`src/rtl/framer.sv`:
```
// Byte-stream framer: wraps each upstream packet in START/STOP delimiters and
// escapes any payload byte that collides with a delimiter or the escape byte.
// The framed stream leaves through a single registered output stage.
//
// Optional feature macro: FRAMER_FRAME_CNT_EN
//   defined   -> frame_count port plus a 16-bit counter of delivered frames
//   undefined -> no frame_count port, no counter logic
//
// Ports
//   aclk, aresetn        clock (rising edge), asynchronous active-low reset
//   frame_count          completed frames, bumped when STOP is accepted (optional)
//   target_tvalid/tready/tdata/tlast   upstream payload bytes (tready is combinational)
//   initiator_tvalid/tready/tdata      downstream framed bytes (registered)
module framer #(
  parameter logic [7:0] START_BYTE  = 8'h7D,
  parameter logic [7:0] STOP_BYTE   = 8'h7E,
  parameter logic [7:0] ESCAPE_BYTE = 8'h7F
) (
  input  logic        aclk,
  input  logic        aresetn,
`ifdef FRAMER_FRAME_CNT_EN
  output logic [15:0] frame_count,
`endif
  input  logic        target_tvalid,
  output logic        target_tready,
  input  logic [7:0]  target_tdata,
  input  logic        target_tlast,
  output logic        initiator_tvalid,
  input  logic        initiator_tready,
  output logic [7:0]  initiator_tdata
);

  localparam int unsigned DATA_W = 8;
  localparam int unsigned CNT_W  = 16;

  typedef enum logic [1:0] {
    ST_IDLE,
    ST_DATA,
    ST_ESC,
    ST_STOP
  } state_e;

  state_e              state_q, state_d;
  logic                tvalid_q, tvalid_d;
  logic [DATA_W-1:0]   tdata_q, tdata_d;
  logic                slot_free_c;
  logic                special_c;
  logic                load_c;

  // Output register can take a new byte when empty or being drained this cycle.
  assign slot_free_c = !tvalid_q || initiator_tready;

  assign special_c = (target_tdata == START_BYTE) ||
                     (target_tdata == STOP_BYTE)  ||
                     (target_tdata == ESCAPE_BYTE);

  // State, output stage register.
  always_ff @(posedge aclk or negedge aresetn) begin
    if (!aresetn) begin
      state_q  <= ST_IDLE;
      tvalid_q <= 1'b0;
      tdata_q  <= '0;
    end else begin
      state_q  <= state_d;
      tvalid_q <= tvalid_d;
      tdata_q  <= tdata_d;
    end
  end

  // Next-state, output-stage load and upstream ready.
  always_comb begin
    state_d       = state_q;
    tdata_d       = tdata_q;
    load_c        = 1'b0;
    target_tready = 1'b0;

    if (slot_free_c) begin
      unique case (state_q)
        ST_IDLE: begin
          if (target_tvalid) begin
            load_c  = 1'b1;
            tdata_d = START_BYTE;
            state_d = ST_DATA;
          end
        end
        ST_DATA: begin
          if (!special_c) begin
            target_tready = 1'b1;
          end
          if (target_tvalid) begin
            load_c = 1'b1;
            if (special_c) begin
              // Escape first; the byte itself stays upstream until ST_ESC.
              tdata_d = ESCAPE_BYTE;
              state_d = ST_ESC;
            end else begin
              tdata_d = target_tdata;
              state_d = target_tlast ? ST_STOP : ST_DATA;
            end
          end
        end
        ST_ESC: begin
          target_tready = 1'b1;
          if (target_tvalid) begin
            load_c  = 1'b1;
            tdata_d = target_tdata;
            state_d = target_tlast ? ST_STOP : ST_DATA;
          end
        end
        ST_STOP: begin
          load_c  = 1'b1;
          tdata_d = STOP_BYTE;
          state_d = ST_IDLE;
        end
        default: begin
          state_d = ST_IDLE;
        end
      endcase
    end

    // Hold the current byte until accepted; a fresh load always asserts valid.
    tvalid_d = load_c || (tvalid_q && !initiator_tready);
  end

  assign initiator_tvalid = tvalid_q;
  assign initiator_tdata  = tdata_q;

`ifdef FRAMER_FRAME_CNT_EN
  // Marks the held byte as the STOP delimiter, since escaped payload can equal STOP_BYTE.
  logic             is_stop_q;
  logic [CNT_W-1:0] cnt_q;

  always_ff @(posedge aclk or negedge aresetn) begin
    if (!aresetn) begin
      is_stop_q <= 1'b0;
      cnt_q     <= '0;
    end else begin
      if (load_c) begin
        is_stop_q <= (state_q == ST_STOP);
      end
      if (tvalid_q && initiator_tready && is_stop_q) begin
        cnt_q <= cnt_q + CNT_W'(1);
      end
    end
  end

  assign frame_count = cnt_q;
`endif

endmodule

```
`config.mk`:
```
export PLATFORM = sky130hd
export DESIGN_NAME = framer
export DESIGN_NICKNAME = d
export VERILOG_FILES = /design/src/rtl/framer.sv
export SDC_FILE = /design/constraint.sdc
export NUM_CORES = 1
export LEC_CHECK = 0
export ABC_AREA = 1
export BUFFER_PORTS_ARGS = -buffer_cell sky130_fd_sc_hd__buf_2
export CAP_MARGIN = 30
export CORE_MARGIN = 2
export CORE_UTILIZATION = 45
export CTS_BUF_LIST = sky130_fd_sc_hd__clkbuf_4 sky130_fd_sc_hd__clkbuf_8 sky130_fd_sc_hd__clkbuf_16
export DETAILED_ROUTE_END_ITERATION = 16
export GPL_TIMING_DRIVEN = 0
export PLACE_DENSITY_LB_ADDON = 0.25
export SETUP_SLACK_MARGIN = 0.4
export SLEW_MARGIN = 5
export SYNTH_ARGS = -nofsm -noshare
export SYNTH_HDL_FRONTEND = slang
export SYNTH_SLANG_ARGS = --single-unit
```
`constraint.sdc`:
```
create_clock -name aclk -period 1.6 [get_ports aclk]
set_clock_uncertainty 0.05 [all_clocks]
set_input_delay 0.24 -clock aclk [delete_from_list [all_inputs] [get_ports aclk]]
set_output_delay 0.24 -clock aclk [all_outputs]
set_load 0.005 [all_outputs]
```
# Word-level counts from Yosys, hierarchy flattened
# Cells that the tools add are included.
dict set report totals {
  regBits 11
  out_inout_bits 10
  elab_cells 39
  input_bits 13
}
dict set report op_classes {
  n_mux 17
  n_eq_ne 9
  n_reduce_logical 10
}
# cell n
set op_table {}
lappend op_table {{2-to-1 mux 8 bit} 4}
lappend op_table {{case mux 8 bit (4 select lines)} 1}
lappend op_table {{== test 8 x 7 -> 1 bit, second input constant} 3}
lappend op_table {{2-to-1 mux 2 bit} 5}
lappend op_table {{case mux 2 bit (4 select lines)} 1}
lappend op_table {{inequality test 2 bit, second input constant} 3}
lappend op_table {{== test 2 bit, second input constant} 2}
lappend op_table {{logical OR 1 bit} 4}
lappend op_table {{2-to-1 mux 1 bit} 4}
lappend op_table {{case mux 1 bit (2 select lines)} 2}
lappend op_table {{AND reduction 4 bit} 1}
lappend op_table {{OR reduction 3 bit} 1}
lappend op_table {{== test 2 x 1 -> 1 bit, second input constant} 1}
lappend op_table {{logical NOT 1 bit} 2}
lappend op_table {{logical NOT 2 bit} 1}
lappend op_table {{logical AND 1 bit} 1}

# Longest topological paths before layout
dict set report logic_depth {
  word_depth 6
  ltp_mapped 9
  depth_no_buf 9
}

# Least setup slack after synthesis
# No wires, ideal clock.
dict set report synth_path {
  kind {register to register}
  start {register state_q[1]}
  end {register tdata_q[5], in the netlist initiator_tdata[5]}
  slack_ns 0.256
  arrival_ns 1.172
  required_time_ns 1.429
  synth_period_minus_slack_ns 1.344
  setup_time_ns 0.121
  path_buffers 1
  path_stages_with_launch 8
  cell_sequence {dfrtp_1 > inv_1 > ha_1 > o21ai_2 > nand2_4 > buf_6 > nand2_1 > o21ai_2}
}
dict set report synth_between {
  elab_chain_cells 3
  elab_cells_between_ends 9
  cone_classes {6 x eq/ne; 1 x mux; 2 x reduce/logical}
}
# item line_no
set synth_lines {}
lappend synth_lines {{from (decl)} 43} ;# state_e state_q, state_d;
lappend synth_lines {{from (signal assigned)} 64} ;# state_q <= state_d;
lappend synth_lines {{== test 2 x 1 -> 1 bit (tied with other cells)} 78} ;# unique case (state_q)
lappend synth_lines {{inequality test 2 bit (no line)} n/a}
lappend synth_lines {{AND reduction 4 bit (no line)} n/a}
lappend synth_lines {{to (signal assigned)} 66} ;# tdata_q <= tdata_d;
lappend synth_lines {{to (decl)} 45} ;# logic [DATA_W-1:0] tdata_q, tdata_d;
# Parallel ways exist; a longest one is shown, timed or not.
# A chain may end at the register's enable or synchronous reset.

# Worst setup path after layout
dict set report layout_path {
  start {register state_q[0]}
  end {register tdata_q[7], in the netlist initiator_tdata[7]}
}
# The elaborated chain is that of the path after synthesis.

==> reports/metrics.cfg <==
[status]
status=finished with violations
violations=setup timing

[detailed_routing]
postRouteAntennaNets=0
route.vias.total=726
wl_per_cell_um=14.2
drt_iter0_markers=27
drc=0
viasPerCell=5.11
first_pass_iters=4
routed_wl_um=2020

[pwr]
cellLeakagePower_nw=0.564
ir_drop_uv=1010
power.total_mw=2.17
power_density_nw_per_um2=2020

[placed_design]
gp_congestion=0.738
port_buffers=22
dp_hpwl_um=1030
pre_cts_slack_ns=0.0931
post_dp_cell_area_um2=810
placedCellCount=122

[setup_path]
crit_slowest_cell=dfrtp_2
worstPathRequired_ns=1.75
crit_family=buffers and inverters
criticalPathCategory=flop to flop
critPathMaxFanout=3
worstSetupStartpoint=state_q[0]
start_kind=flop
worstSetupEndpointType=flop
cp.arrival_ns=1.86
critical-path-max-stage-delay_ns=0.42
path_cells=buf_4 > ha_4 > buf_6 > o21ai_4 > buf_4 > nand3_1 > nor2_1 > nand2_1 > nand2_1
worst-path-buf-inv=3
r2r_start=state_q[0]

[grt]
gr-usage-all-layers_pct=24.9
grt_overflow_total=0
antenna_found_initial=0
first_global_vias=739
grt_max_degree=12
grt_pass1_wl_um=3340

[clock_network]
cts.path.max_buffers=2
clock-root-buffer=clkbuf_4
cts_made_buffers=3
cts_tree=done
cts.sinks=11
htreeDepth=1
insertion_delay_ns=0.27
clkTransAtPathRegs_ns=0.07

[synth]
ys_warn_count=0
synthMostInstantiatedCell=nand2_1
yosysUniqueCellTypes=15
ys_seq_area_share_pct=41.4
synthTopCellsByCount=nand2_1, dfrtp_1, nor2_1, inv_1
ys.flop_type=dfrtp_1
synth_largest_area_cell=dfrtp_1
netlist.area_leader.share_pct=41.4
syn_area_um2=666
synth.area.top_cells=dfrtp_1, nand2_1, ha_1, a21boi_0, nor2_1
avgSynthCellArea_um2=7.83
synth-edff-count=0
ys_ff_latch=11
syn_inst=85
syn-num-nets=103
synthArstFlopShare_pct=100

[timing]
setup_viol=6
timing.final.crit_period_ns=1.71
slew_viol_final=0
relSlewSlack_pct=83.2
fmax_mhz=584
tightestPinTransition_ns=0.252
period_share_pct=107
rsz0062_at_grt=true
fin_ws_ns=-0.111
hold_viol_final=0

[finish]
nFillCells=72
antennaDiodeCount=0
final_core_util_pct=80.4
layout-area-overhead-vs-synth_pct=61.1
layout-drive-gt1-share_pct=56.7
final-instance-count-excl-fill=142
final_area_um2=1070
final_nets=146

[die]
start_util_pct=49.9
core_area_um2=1330
pin_count=23
die_width_um=42.5
rows=13
die_h_um=42.5
die_area_um2=1800

[min_path]
hold_class=primary input to flop
hold_start=target_tdata[7]

[flow_run]
drv_cap=0

-- final cells by class --
cell class	instances	area (um2)	share of cell area, %
tap	15	18.8	1.75
inverter	11	41.3	3.85
timing repair buffer	38	260	24.3
sequential	11	277	25.8
multi-input combinational	62	430	40.1
clock buffer	4	30.0	2.80
buffer	1	15.0	1.40
-- placed cells by master (no fill, tap or decap), types with 2 or more instances in the layout --
master,count
nand3_1,2
inv_2,6
a21oi_2,2
nand2_1,22
nor2_2,3
buf_2,22
nand2_4,2
o21ai_1,4
a21boi_0,3
a21boi_2,2
nand2_2,6
dfrtp_1,10
buf_4,12
inv_1,4
ha_4,3
clkbuf_4,4
buf_6,2
nor2_1,6
-- path summary, 6_finish.rpt --
| check | slack (ns) | end | cells after the start |
|---|---|---|---|
| max | -0.11 | initiator_tdata[7] | 9 |
| min | 0.15 | initiator_tdata[7] | 3 |
| max reg2reg | -0.11 | initiator_tdata[7] | 9 |
| min reg2reg | 0.44 | initiator_tdata[4] | 2 |
| max in group asynchronous | 0.95 | state_q[0] | 2 |
| min in group asynchronous | 0.32 | initiator_tvalid | 2 |
-- repair_timing --
item	4_1_cts	5_1_grt
resized for setup	23	3
pin swaps	6	2
buffers inserted	12	2
hold buffers	1	0
endpoints found under the hold margin	11	0
gates cloned	1	0
endpoints found under the setup margin	11	12
-- report_power, final --
group	internal, mW	switching [mW]	leakage, nW
Clock	0.113	0.0956	0.0184
Combinational	0.755	0.711	0.413
Sequential	0.410	0.0844	0.132
Total	1.28	0.891	0.564
-- routing by layer --
metal / routed length, um / vias up / GRT usage, %
met4: 38 / 0 / 9.38
met1: 884 / 333 / 32.4
li1: - / 350 / -
met2: 934 / 36 / 40.9
met5: 0 / - / 0
met3: 159 / 7 / 4.31
-- worst min-delay path: cells and delay by family --
| kind | cells | cell delay [ns] |
|---|---|---|
| and+or+nand+nor | 2 | 0.10 |
| buffers and inverters | 1 | 0.08 |
-- cell families after synthesis --
kind of cell | count (synthesis) | share of synthesized area (%)
and+or+nand+nor | 43 | 27.8
AOI/OAI and AO/OA | 14 | 13.5
buffers and inverters | 12 | 7.89
DFF | 11 | 41.4
adders and majority gates | 5 | 9.40
-- state kept, by name, summed over array words and instances (netlist names) --
name,flops
initiator_tdata,8
state_q,2
initiator_tvalid,1
-- metrics by stage --
stage	setup TNS (ns)	hold slack [ns]
after floorplan	0	-0.106
after global placement	0	0.0709
after detailed placement	0	0.0752
after CTS	-0.0394	0.126
after global routing	-0.747	0.135
final	-0.318	0.146
(Power assumes the default switching activity.)
